File: src/rtl/am_lock_fsm.sv
// am_lock_fsm: per-lane Clause 82 alignment-marker lock FSM; define AM_LOCK_ERR_CNT_EN to build the bad-AM counter.
module am_lock_fsm #(
    parameter int NB_DATA_CODED   = 66,
    parameter int N_LANES         = 20,
    parameter int NB_LANE_ID      = 5,
    parameter int AM_BLOCK_PERIOD = 16383,
    parameter int N_INVALID       = 4
) (
    input  logic                     i_clock,
    input  logic                     i_reset,
    input  logic                     i_enable,
    input  logic                     i_valid,
    input  logic                     i_block_lock,
    input  logic [NB_DATA_CODED-1:0] i_data,
    output logic                     o_lock,
    output logic [NB_LANE_ID-1:0]    o_lane_id,
    output logic                     o_am_flag,
    output logic                     o_resync,
    output logic [15:0]              o_am_err_count
);
    localparam int NB_CNT = $clog2(AM_BLOCK_PERIOD + 1);
    localparam int NB_BAD = $clog2(N_INVALID + 1);

    typedef enum logic [1:0] {S_RESET, S_FIND, S_CHECK} state_t;

    state_t              state, state_next;
    logic [NB_CNT-1:0]   cnt, cnt_next;
    logic [NB_BAD-1:0]   bad, bad_next;
    logic [NB_LANE_ID-1:0] lane_next;
    logic                lock_next, flag_next, resync_next;
    logic                am_hit, am_valid, am_good, at_exp;
    logic [NB_LANE_ID-1:0] am_idx;
    logic                unused_bip;

    function automatic logic [23:0] am_code(input int k);
        case (k)
            0:  return 24'hC16821;
            1:  return 24'h9D718E;
            2:  return 24'h594BE8;
            3:  return 24'h4D957B;
            4:  return 24'hF50709;
            5:  return 24'hDD14C2;
            6:  return 24'h9A4A26;
            7:  return 24'h7B4566;
            8:  return 24'hA02476;
            9:  return 24'h68C9FB;
            10: return 24'hFD6C99;
            11: return 24'hB99155;
            12: return 24'h5CB9B2;
            13: return 24'h1AF8BD;
            14: return 24'h83C7CA;
            15: return 24'h3536CD;
            16: return 24'hC4314C;
            17: return 24'hADD6B7;
            18: return 24'h5F662A;
            19: return 24'hC0F0E5;
            default: return 24'h000000;
        endcase
    endfunction

    // BIP3 and BIP7 carry parity, not marker identity
    assign unused_bip = ^{i_data[39:32], i_data[7:0]};

    always_comb begin
        am_hit = 1'b0;
        am_idx = '0;
        for (int k = 0; k < N_LANES; k++) begin
            if (!am_hit && i_data[63:40] == am_code(k)) begin
                am_hit = 1'b1;
                am_idx = NB_LANE_ID'(k);
            end
        end
    end

    assign am_valid = am_hit && i_data[65:64] == 2'b10 && i_data[31:8] == ~i_data[63:40];
    assign am_good  = am_valid && am_idx == o_lane_id;
    assign at_exp   = cnt == NB_CNT'(AM_BLOCK_PERIOD);

    always_ff @(posedge i_clock or negedge i_reset) begin
        if (!i_reset) begin
            state     <= S_RESET;
            cnt       <= '0;
            bad       <= '0;
            o_lane_id <= '0;
            o_lock    <= 1'b0;
            o_am_flag <= 1'b0;
            o_resync  <= 1'b0;
        end else begin
            state     <= state_next;
            cnt       <= cnt_next;
            bad       <= bad_next;
            o_lane_id <= lane_next;
            o_lock    <= lock_next;
            o_am_flag <= flag_next;
            o_resync  <= resync_next;
        end
    end

    always_comb begin
        state_next  = state;
        cnt_next    = cnt;
        bad_next    = bad;
        lane_next   = o_lane_id;
        lock_next   = o_lock;
        flag_next   = 1'b0;
        resync_next = 1'b0;
        if (i_enable) begin
            if (!i_block_lock) begin
                state_next  = S_RESET;
                lock_next   = 1'b0;
                resync_next = o_lock;
                bad_next    = '0;
            end else if (i_valid) begin
                case (state)
                    S_RESET: state_next = S_FIND;
                    S_FIND: begin
                        if (am_valid) begin
                            lane_next  = am_idx;
                            cnt_next   = '0;
                            bad_next   = '0;
                            flag_next  = 1'b1;
                            state_next = S_CHECK;
                        end
                    end
                    S_CHECK: begin
                        if (!at_exp) begin
                            cnt_next = cnt + 1'b1;
                        end else if (am_good) begin
                            cnt_next  = '0;
                            bad_next  = '0;
                            flag_next = 1'b1;
                            lock_next = 1'b1;
                        end else if (!o_lock) begin
                            // an AM of another lane replaces the candidate directly
                            if (am_valid) begin
                                lane_next = am_idx;
                                cnt_next  = '0;
                                flag_next = 1'b1;
                            end else begin
                                state_next = S_FIND;
                            end
                        end else begin
                            cnt_next = '0;
                            if (bad == NB_BAD'(N_INVALID - 1)) begin
                                bad_next    = '0;
                                lock_next   = 1'b0;
                                resync_next = 1'b1;
                                state_next  = S_FIND;
                            end else begin
                                bad_next = bad + 1'b1;
                            end
                        end
                    end
                    default: state_next = S_RESET;
                endcase
            end
        end
    end

`ifdef AM_LOCK_ERR_CNT_EN
    logic [15:0] err_cnt;
    logic        err_inc;

    assign err_inc = i_enable && i_block_lock && i_valid && state == S_CHECK
                     && at_exp && o_lock && !am_good;

    always_ff @(posedge i_clock or negedge i_reset) begin
        if (!i_reset)
            err_cnt <= '0;
        else if (err_inc && err_cnt != 16'hFFFF)
            err_cnt <= err_cnt + 16'd1;
    end

    assign o_am_err_count = err_cnt;
`else
    assign o_am_err_count = 16'd0;
`endif

endmodule

File: config.mk
export PLATFORM = sky130hd
export DESIGN_NAME = am_lock_fsm
export DESIGN_NICKNAME = d
export VERILOG_FILES = /design/src/rtl/am_lock_fsm.sv
export SDC_FILE = /design/constraint.sdc
export NUM_CORES = 1
export LEC_CHECK = 0
export CORE_MARGIN = 2
export CORE_UTILIZATION = 30
export DETAILED_ROUTE_END_ITERATION = 8
export GPL_TIMING_DRIVEN = 0
export MAX_ROUTING_LAYER = met4
export PLACE_DENSITY = 0.65
export SETUP_SLACK_MARGIN = 0.02
export SYNTH_ARGS = -nofsm -noshare
export SYNTH_HDL_FRONTEND = slang
export SYNTH_SLANG_ARGS = --single-unit
File: constraint.sdc
create_clock -name i_clock -period 4.89 [get_ports i_clock]
set_clock_uncertainty 0.15 [all_clocks]
set_input_delay 1.467 -clock i_clock [delete_from_list [all_inputs] [get_ports i_clock]]
set_output_delay 1.467 -clock i_clock [all_outputs]
set_load 0.01 [all_outputs]
==> results.json, run 1 <==
{
  "cts_buffers": 3,
  "cp_max_fo": 10,
  "fp-row-count": 38,
  "yosysWarnings": 0,
  "grt_antenna_before_repair": 0,
  "cts_max_path_buffers": 2,
  "areaGrowthSynthToFinish_pct": 31.04,
  "avgRoutedWirePerCell_um": 18.63,
  "yosysSeqAreaShare_pct": 20.52,
  "power.switching_uw": 230.4,
  "gr-total-overflow": 0,
  "peakVddDrop_mv": 0.08701,
  "worstSetupPathType": "input port to flop",
  "cts_tree": "done",
  "post-route-period-util_pct": 98.53,
  "clockRootBuffer": "clkbuf_8",
  "worstPathArrival_ns": 4.84,
  "drv_cap": 0,
  "cp-start-kind": "input port",
  "synth_top_flop_cell": "dfrtp_1",
  "clock-sinks": 27,
  "end_kind": "flop",
  "worst_pin_slew_ns": 0.6680,
  "seqPwrFrac_pct": 39.8,
  "dp_hpwl_um": 9172,
  "synth_top_area_share_pct": 20.52,
  "clk_latency_ns": 0.29,
  "slew_violations": 0,
  "async_reset_ff_share_pct": 100.0,
  "layout.cells.non_filler": 641,
  "dieArea_um2": 11830,
  "clockPowerShare_pct": 21.2,
  "synthCells": 431,
  "drtAntennaViolNets": 0,
  "clk_pin_slew_ns": 0.09,
  "grt_pass1_wl_um": 18550,
  "power_per_cell_area_nw_per_um2": 147.6,
  "die_h_um": 108.8,
  "hold_class": "flop to flop",
  "portBuffers": 49,
  "worstPathRequired_ns": 4.91,
  "finalPower_uw": 637.1,
  "grt_max_degree": 28,
  "vias_per_cell": 5.847,
  "setup_tns_ns": 0,
  "routed_wl_um": 11940,
  "leakage_nw": 1.714,
  "fp.dieW_um": 108.8,
  "outcome": "finished clean",
  "antenna_cells": 0,
  "route.vias.total": 3748,
  "fin_nets": 579,
  "final_common_cell": "nand2_1",
  "hold_violations": 0,
  "netlist_area_um2": 3293,
  "ioPinCount": 95,
  "drtIter0Drc": 367,
  "combPwrFrac_pct": 39.0,
  "synthTopCellsByArea": "dfrtp_1 21%, nand4_1 7.0%, nor4_1 5.5%",
  "layout_common_cells": "45 x nand2_1, 42 x clkdlybuf4s50_1, 37 x nand4_1, 30 x nor2_1, 27 x dfrtp_1",
  "drt-met1-wl_um": 5081,
  "synth_top_area_cell": "dfrtp_1",
  "wl_met2_um": 5402,
  "top_layer": "met4",
  "track_usage_pct": 20.47,
  "dr.pass1.iters": 5,
  "drc": 0,
  "setup_violations": 0,
  "place.gp.congestion": 1.040,
  "max_freq_ghz": 0.2076,
  "synth_area_per_cell_um2": 7.641,
  "switching_share_pct": 36.17,
  "ys_seq_elements": 27,
  "start_util_pct": 30.51,
  "synth_cell_type_count": 62,
  "p_int_uw": 406.6,
  "placed_cells": 635,
  "grt_pass1_vias": 3583,
  "synth_edf_count": 0,
  "dr_wl_met3_um": 1068,
  "rrSetupSlack_ns": 1.86,
  "layout-drive-gt1-share_pct": 18.56,
  "finalCriticalPeriod_ns": 4.818,
  "htree_levels": 1,
  "core_area_um2": 10790,
  "slew_headroom_pct": 55.35
}
==> power groups by stage <==
stage,registers (mW),clock network [mW],logic (mW)
finish,0.254,0.135,0.248
global route,0.258,0.153,0.271
CTS,0.253,0.142,0.238
detailed placement,0.258,0,0.232
global placement,0.257,0,0.231
floorplan,0.255,0,0.148
==> state kept, by name, indices dropped and copies added (netlist names) <==
name,cells
cnt,14
o_lane_id,5
bad,3
state,2
o_am_flag,1
o_lock,1
o_resync,1
==> final cells by class <==
class	instances	area, µm²
Buffer	40	267.8
Clock buffer	3	41.29
Clock inverter	1	7.507
Fill cell	1106	6477
Inverter	8	30.03
Multi-Input combinational cell	370	2595
Sequential cell	27	675.6
Tap cell	140	175.2
Timing Repair Buffer	52	523.0
==> per-stage QoR <==
| step | utilization, % | area, µm² | setup slack (ns) | hold slack (ns) |
|---|---|---|---|---|
| 2_1_floorplan | - | 3349 | 0.5445 | 0.3060 |
| 3_3_place_gp | 37.20 | 4015 | -0.5700 | 0.3264 |
| 3_5_place_dp | 37.20 | 4015 | -0.5104 | 0.3304 |
| 4_1_cts | 38.23 | 4126 | 0.01649 | 0.3536 |
| 5_1_grt | 39.98 | 4315 | -0.02488 | 0.3751 |
| 6_report | 39.98 | 4315 | 0.07194 | 0.3483 |
==> Yosys cell counts, types with 5 or more instances <==
master,count
nand4b_1,5
nor2b_1,17
ha_1,6
nand4_1,37
clkbuf_1,6
nor3_1,10
xnor2_1,16
inv_1,8
nor4_1,29
nand3_1,23
nor2_1,31
nor4b_1,7
buf_2,16
dfrtp_1,27
buf_4,17
nand2_1,45
o21ai_0,24
xor2_1,13
and3_1,8
==> timing repair <==
action	4_1_cts	5_1_grt
hold buffers	0	0
buffers inserted	0	3
setup endpoints to repair	14	13
pin swaps	0	4
resized for setup	11	39
==> kinds of logic (layout without fill, tap and decap cells) <==
| logic type | after synthesis | in the layout | share of synthesized area [%] |
|---|---|---|---|
| simple gates | 261 | 261 | 47.76 |
| compound gates | 49 | 49 | 9.575 |
| buf+inv | 49 | 104 | 8.587 |
| xor+xnor | 30 | 30 | 8.207 |
| flops | 27 | 27 | 20.52 |
| mux | 8 | 8 | 2.963 |
| fa+ha+maj | 6 | 6 | 2.280 |
| other cells | 1 | 16 | 0.1139 |
==> metal layers <==
metal  track usage, %  vias to the layer above
met5                -                        -
met4            6.868                        0
met3            2.809                       43
met2            32.54                      221
met1            26.80                     1760
li1                 -                     1724
==> worst max-delay path: stages <==
cell and delay (ns):
clkdlybuf4s50_1 0.51, buf_6 0.17, nor4bb_4 0.43, nand4_1 0.25
buf_4 0.21, nor2_1 0.21, nor4_4 0.11, nand3_1 0.11
o211ai_1 0.15, or3_1 0.41, a22o_1 0.19, and3b_1 0.18
buf_6 0.14, mux2_4 0.29
==> path summary, 6_finish.rpt <==
kind	from	to	depth (start not counted)
worst min-delay path	bad[2]$_DFFE_PN0P_	bad[2]$_DFFE_PN0P_	1
worst max-delay path	i_data[63]	o_lane_id[0]$_DFFE_PN0P_	14
worst min register to register	bad[2]$_DFFE_PN0P_	bad[2]$_DFFE_PN0P_	1
min in group asynchronous	i_reset	cnt[7]$_DFFE_PN0P_	1
max in group asynchronous	i_reset	o_lane_id[0]$_DFFE_PN0P_	1
worst max register to register	cnt[0]$_DFFE_PN0P_	bad[1]$_DFFE_PN0P_	10
(Power assumes the default switching activity.)
==> run 2, diff against run 1 <==
--- a/config.mk
+++ b/config.mk
@@ -5,12 +5,15 @@
 export SDC_FILE = /design/constraint.sdc
 export NUM_CORES = 1
 export LEC_CHECK = 0
+export CELL_PAD_IN_SITES_DETAIL_PLACEMENT = 1
+export CELL_PAD_IN_SITES_GLOBAL_PLACEMENT = 2
+export CORE_ASPECT_RATIO = 1.1
 export CORE_MARGIN = 2
-export CORE_UTILIZATION = 30
+export CORE_UTILIZATION = 29
 export DETAILED_ROUTE_END_ITERATION = 8
 export GPL_TIMING_DRIVEN = 0
 export MAX_ROUTING_LAYER = met4
-export PLACE_DENSITY = 0.65
+export PLACE_DENSITY = 0.95
 export SETUP_SLACK_MARGIN = 0.02
 export SYNTH_ARGS = -nofsm -noshare
 export SYNTH_HDL_FRONTEND = slang
==> run 2 against run 1 <==
Net effect:
- design area grew 2.3%
- final cell count grew 2.0%
- routed wire length grew 12%
- critical path depth shrank 2
- critical path type unchanged
- highest routed layer unchanged
==> results.json, run 2 (synthesis gave the netlist of run 1 again) <==
{
  "cts_max_path_buffers": 2,
  "r2r-start": "cnt[0]$_DFFE_PN0P_",
  "drc": 0,
  "path_cells": "clkdlybuf4s50_1 > nor2b_1 > nand4_1 > o22ai_1 > nor4_2 > and4bb_2 > xnor2_2 > or3_1 > a22o_1 > and3b_1 > buf_6 > mux2_4",
  "cp-start-kind": "input port",
  "rrSetupSlack_ns": 1.95,
  "crit_path_max_incr_delay_ns": 0.67,
  "top_regs": "cnt (14), o_lane_id (5), bad (3)",
  "cp_max_fo": 7,
  "regMostFlops": "cnt",
  "holdPathEnd": "bad[2]$_DFFE_PN0P_",
  "grt_max_degree": 28,
  "start_util_pct": 29.91,
  "setup_violations": 0,
  "fp.dieW_um": 105.6,
  "vias_per_cell": 5.720,
  "clock-sinks": 27,
  "whs_path_depth": 1,
  "placed_cells": 642,
  "finalCriticalPeriod_ns": 4.802,
  "timing.hold.ws_ns": 0.3614,
  "slowest_stage": "clkdlybuf4s50_1",
  "place.gp.congestion": 1.007,
  "slew_violations": 0,
  "htree_levels": 1,
  "gr-total-overflow": 0,
  "ioPinCount": 95,
  "layout_common_cells": "45 x nand2_1, 44 x clkdlybuf4s50_1, 37 x nand4_1, 30 x nor2_1, 28 x buf_4",
  "slew_headroom_pct": 52.16,
  "grt_pass1_vias": 3850,
  "post-route-period-util_pct": 98.20,
  "clockRootBuffer": "clkbuf_16",
  "track_usage_pct": 22.37,
  "cp.buffers_inverters": 2,
  "r2r_cells": 10,
  "final_common_cell": "nand2_1",
  "peakVddDrop_mv": 0.1865,
  "worstSetupPathType": "input port to flop",
  "dp_hpwl_um": 10310,
  "grt_pass1_wl_um": 20960,
  "route.vias.total": 3741,
  "drtIter0Drc": 158,
  "clk_latency_ns": 0.27,
  "post-route-util_pct": 40.11,
  "worstPathArrival_ns": 4.80,
  "largest_reg_flops": 14,
  "drv_cap": 0,
  "drtAntennaViolNets": 0,
  "outcome": "finished clean",
  "worstPathRequired_ns": 4.89,
  "power_per_cell_area_nw_per_um2": 159.2,
  "antenna_cells": 0,
  "hold_violations": 0,
  "grt_antenna_before_repair": 0,
  "cts_tree": "done",
  "leakage_nw": 1.733,
  "worst_pin_slew_ns": 0.7110,
  "clk_pin_slew_ns": 0.07,
  "dr.pass1.iters": 5,
  "layout-drive-gt1-share_pct": 19.72,
  "hold_class": "flop to flop",
  "min_from": "bad[2]$_DFFE_PN0P_",
  "areaGrowthSynthToFinish_pct": 34.12,
  "layout.cells.non_filler": 654,
  "avgRoutedWirePerCell_um": 20.41,
  "portBuffers": 49,
  "worst_path_dominant_cell_family": "simple AND/OR/NAND/NOR gates",
  "max_freq_ghz": 0.2083,
  "end_kind": "flop",
  "fp-row-count": 40,
  "dp_slack_ns": -0.4431,
  "die_h_um": 115.8,
  "routed_wl_um": 13350,
  "fin_nets": 585,
  "fin_ws_ns": 0.08808,
  "r2r-end": "bad[1]$_DFFE_PN0P_",
  "dieArea_um2": 12230,
  "core_area_um2": 11010,
  "cts_buffers": 3
}
## run 2: routing by layer
| metal | track usage (%) | share of wire [%] | vias up |
|---|---|---|---|
| li1 | - | - | 1723 |
| met1 | 27.27 | 42 | 1797 |
| met2 | 38.24 | 47 | 184 |
| met3 | 2.587 | 7.2 | 37 |
| met4 | 8.333 | 3.2 | 0 |
| met5 | - | 0 | - |
## run 2: cell type report
type / count / area, µm²
plain buffers: 40 / 271.5
clock buffers: 3 / 75.07
clock inverters: 1 / 7.507
fillers: 1371 / 6594
inverters: 8 / 30.03
multi-input cells: 370 / 2624
flip-flops and latches: 27 / 675.6
well taps: 147 / 183.9
repair buffers: 58 / 549.3
## run 2: worst max path at each step
| stage | cells after the start | slack, ns | endpoint | start |
|---|---|---|---|---|
| 2_1_floorplan | 12 | 0.54 | o_lane_id[0]$_DFFE_PN0P_ | i_data[48] |
| 3_3_place_gp | 13 | -0.48 | o_lane_id[2]$_DFFE_PN0P_ | i_data[62] |
| 3_5_place_dp | 12 | -0.44 | o_lane_id[3]$_DFFE_PN0P_ | i_data[62] |
| 4_1_cts | 13 | 0.03 | o_lane_id[3]$_DFFE_PN0P_ | i_data[62] |
| 5_1_grt | 12 | -0.002 | o_lane_id[2]$_DFFE_PN0P_ | i_data[55] |
| 6_report | 12 | 0.09 | o_lane_id[3]$_DFFE_PN0P_ | i_data[46] |
## run 2: what timing repair did
item                       in CTS  in global routing
setup endpoints to repair      17                 20
resized for setup              25                 29
pin swaps                       0                 11
setup buffers                   2                  7
hold buffers                    0                  0
## run 2: worst reg2reg max path, stage by stage (launching register included)
cell and delay, ns:
dfrtp_1 0.41, ha_1 0.25, nand4_1 0.23, nor2_1 0.20
nand3_1 0.16, nor2_1 0.32, o21ai_0 0.15, a21o_1 0.18
a21boi_2 0.26, o311ai_2 0.21, mux2_2 0.31
## run 2: power by group
part,internal (mW),switching (mW),leakage [nW]
clock,0.111,0.0820,0.0371
sequential,0.239,0.0165,0.359
combinational,0.111,0.144,1.34
## run 2: stage by stage
step	total power, mW	TNS, ns	area [µm²]
after detailed placement	0.4996	-6.750	4024
final	0.7031	0	4417
after floorplan	0.4022	0	3349
after CTS	0.7029	0	4247
after global routing	0.7411	-0.004138	4417
after global placement	0.4915	-6.580	4024
==> run 3, diff against run 2 <==
--- a/config.mk
+++ b/config.mk
@@ -14,6 +14,7 @@
 export GPL_TIMING_DRIVEN = 0
 export MAX_ROUTING_LAYER = met4
 export PLACE_DENSITY = 0.95
+export REMOVE_ABC_BUFFERS = 1
 export SETUP_SLACK_MARGIN = 0.02
 export SYNTH_ARGS = -nofsm -noshare
 export SYNTH_HDL_FRONTEND = slang
==> run 3 against run 2 <==
Net effect:
- non-clock buffer count down 35
- die area is the same
- register-to-register slack got worse by 0.19 ns
- sequential power about the same
- flip-flop and latch count stayed put
- critical path depth is 1 lower
- count of clock-buffer cells in the layout stayed put
- routed wire length fell by 2.4%
- critical endpoint is now o_lane_id[0]$_DFFE_PN0P_
- largest cell class unchanged
- utilization is 2.3 points lower
==> results.json, run 3 (synthesis gave the netlist of run 1 again) <==
{
  "outcome": "finished clean",
  "clk_pin_slew_ns": 0.07,
  "drv_cap": 0,
  "cp-start-kind": "input port",
  "place.gp.congestion": 0.9798,
  "slew_violations": 0,
  "cp.buffers_inverters": 1,
  "finalCriticalPeriod_ns": 4.786,
  "portBuffers": 62,
  "fin_nets": 550,
  "grt_pass1_vias": 3721,
  "cp_max_fo": 11,
  "setup_violations": 0,
  "path_cells": "dlygate4sd2_1 > and4bb_4 > nand2b_2 > nor4_2 > or4_4 > xor2_1 > o31a_1 > or3_1 > a22o_1 > and3b_1 > mux2_4",
  "cts_tree": "done",
  "worstPathRequired_ns": 4.89,
  "power_per_cell_area_nw_per_um2": 164.3,
  "hold_violations": 0,
  "fp.dieW_um": 105.6,
  "rsz0062_at_grt": "no",
  "peakVddDrop_mv": 0.1642,
  "grt_antenna_before_repair": 0,
  "slew_headroom_pct": 16.51,
  "cts_max_path_buffers": 2,
  "dp_hpwl_um": 10020,
  "routed_wl_um": 13030,
  "regMostFlops": "cnt",
  "clk_latency_ns": 0.27,
  "grt_max_degree": 28,
  "top_regs": "cnt (14), o_lane_id (5), bad (3)",
  "start_util_pct": 29.91,
  "layout-drive-gt1-share_pct": 13.35,
  "die_h_um": 115.8,
  "clock-sinks": 27,
  "dieArea_um2": 12230,
  "final_common_cell": "nand2_1",
  "holdBufCountCts": 0,
  "max_freq_ghz": 0.2089,
  "largest_reg_flops": 14,
  "worstPathArrival_ns": 4.78,
  "slowest_stage": "or4_4",
  "leakage_nw": 1.580,
  "setup_tns_ns": 0,
  "hold_class": "flop to flop",
  "post-route-period-util_pct": 97.87,
  "cts_buffers": 3,
  "route.vias.total": 3606,
  "end_kind": "flop",
  "core_area_um2": 11010,
  "layout_common_cells": "45 x nand2_1, 38 x clkdlybuf4s50_1, 37 x nand4_1, 28 x nor2_1, 27 x dfrtp_1",
  "grt_pass1_wl_um": 20470,
  "gr-total-overflow": 0,
  "avgRoutedWirePerCell_um": 21.05,
  "antenna_cells": 0,
  "htree_levels": 1,
  "vias_per_cell": 5.826,
  "crit_path_max_incr_delay_ns": 0.59,
  "fin_ws_ns": 0.1040,
  "worst_path_dominant_cell_family": "simple AND/OR/NAND/NOR gates",
  "post-route-util_pct": 37.85,
  "worst_pin_slew_ns": 1.248,
  "ioPinCount": 95,
  "fp-row-count": 40,
  "drtIter0Drc": 229,
  "areaGrowthSynthToFinish_pct": 26.56,
  "rrSetupSlack_ns": 1.76,
  "track_usage_pct": 21.76,
  "dp_slack_ns": -0.5477,
  "drc": 0,
  "clockRootBuffer": "clkbuf_16",
  "dr.pass1.iters": 4,
  "worstSetupPathType": "input port to flop",
  "drtAntennaViolNets": 0
}
run 3: power breakdown:
part / switching, mW / leakage, nW / internal, mW / total (mW)
clock: 0.0799 / 0.0371 / 0.111 / 0.191
combinational: 0.140 / 1.18 / 0.0981 / 0.239
sequential: 0.0163 / 0.359 / 0.239 / 0.255
run 3: final cells by class:
class,count,area [µm²]
clock buffers,3,75.07
clock inverters,1,7.507
fillers,1351,6843
inverters,8,30.03
multi-input cells,370,2597
flip-flops and latches,27,675.6
well taps,147,183.9
repair buffers,63,598.1
run 3: path summary, 6_finish.rpt:
path,to,startpoint,cells past startpoint
worst max-delay path,o_lane_id[0]$_DFFE_PN0P_,i_data[62],11
worst min-delay path,bad[2]$_DFFE_PN0P_,bad[2]$_DFFE_PN0P_,1
worst max register to register,bad[1]$_DFFE_PN0P_,cnt[2]$_DFFE_PN0P_,10
worst min register to register,bad[2]$_DFFE_PN0P_,bad[2]$_DFFE_PN0P_,1
max in group asynchronous,o_lane_id[2]$_DFFE_PN0P_,i_reset,1
min in group asynchronous,cnt[9]$_DFFE_PN0P_,i_reset,1
run 3: worst reg2reg max path, delay by kind of cell, from the launching register on:
kind	cells	cell delay, ns
AO/OA/AOI/OAI	4	1.00
AND/OR/NAND/NOR	5	1.11
flip-flops	1	0.41
multiplexers	1	0.33
run 3: metrics by stage:
step	power (mW)	hold WS [ns]	std cells	instance area, µm²
after detailed placement	0.4894	0.3519	614	3901
after global placement	0.4803	0.3207	614	3901
after global routing	0.7216	0.3882	619	4168
after CTS	0.6837	0.3683	619	4079
final	0.6849	0.3580	619	4168
after floorplan	0.3718	0.3060	405	3097
run 3: timing repair:
item,in CTS,in global routing
setup endpoints to repair,14,10
gates resized for setup,42,35
pin swaps,1,2
buffers inserted,1,0
run 3: routing by layer:
metal / GRT usage [%] / vias up / share of wire [%] / wire length [µm]
met1: 26.41 / 1778 / 42 / 5433
li1: - / 1654 / - / -
met5: - / - / 0 / 0
met4: 6.754 / 0 / 2.4 / 313
met3: 2.531 / 28 / 6.3 / 823
met2: 38.02 / 146 / 50 / 6464
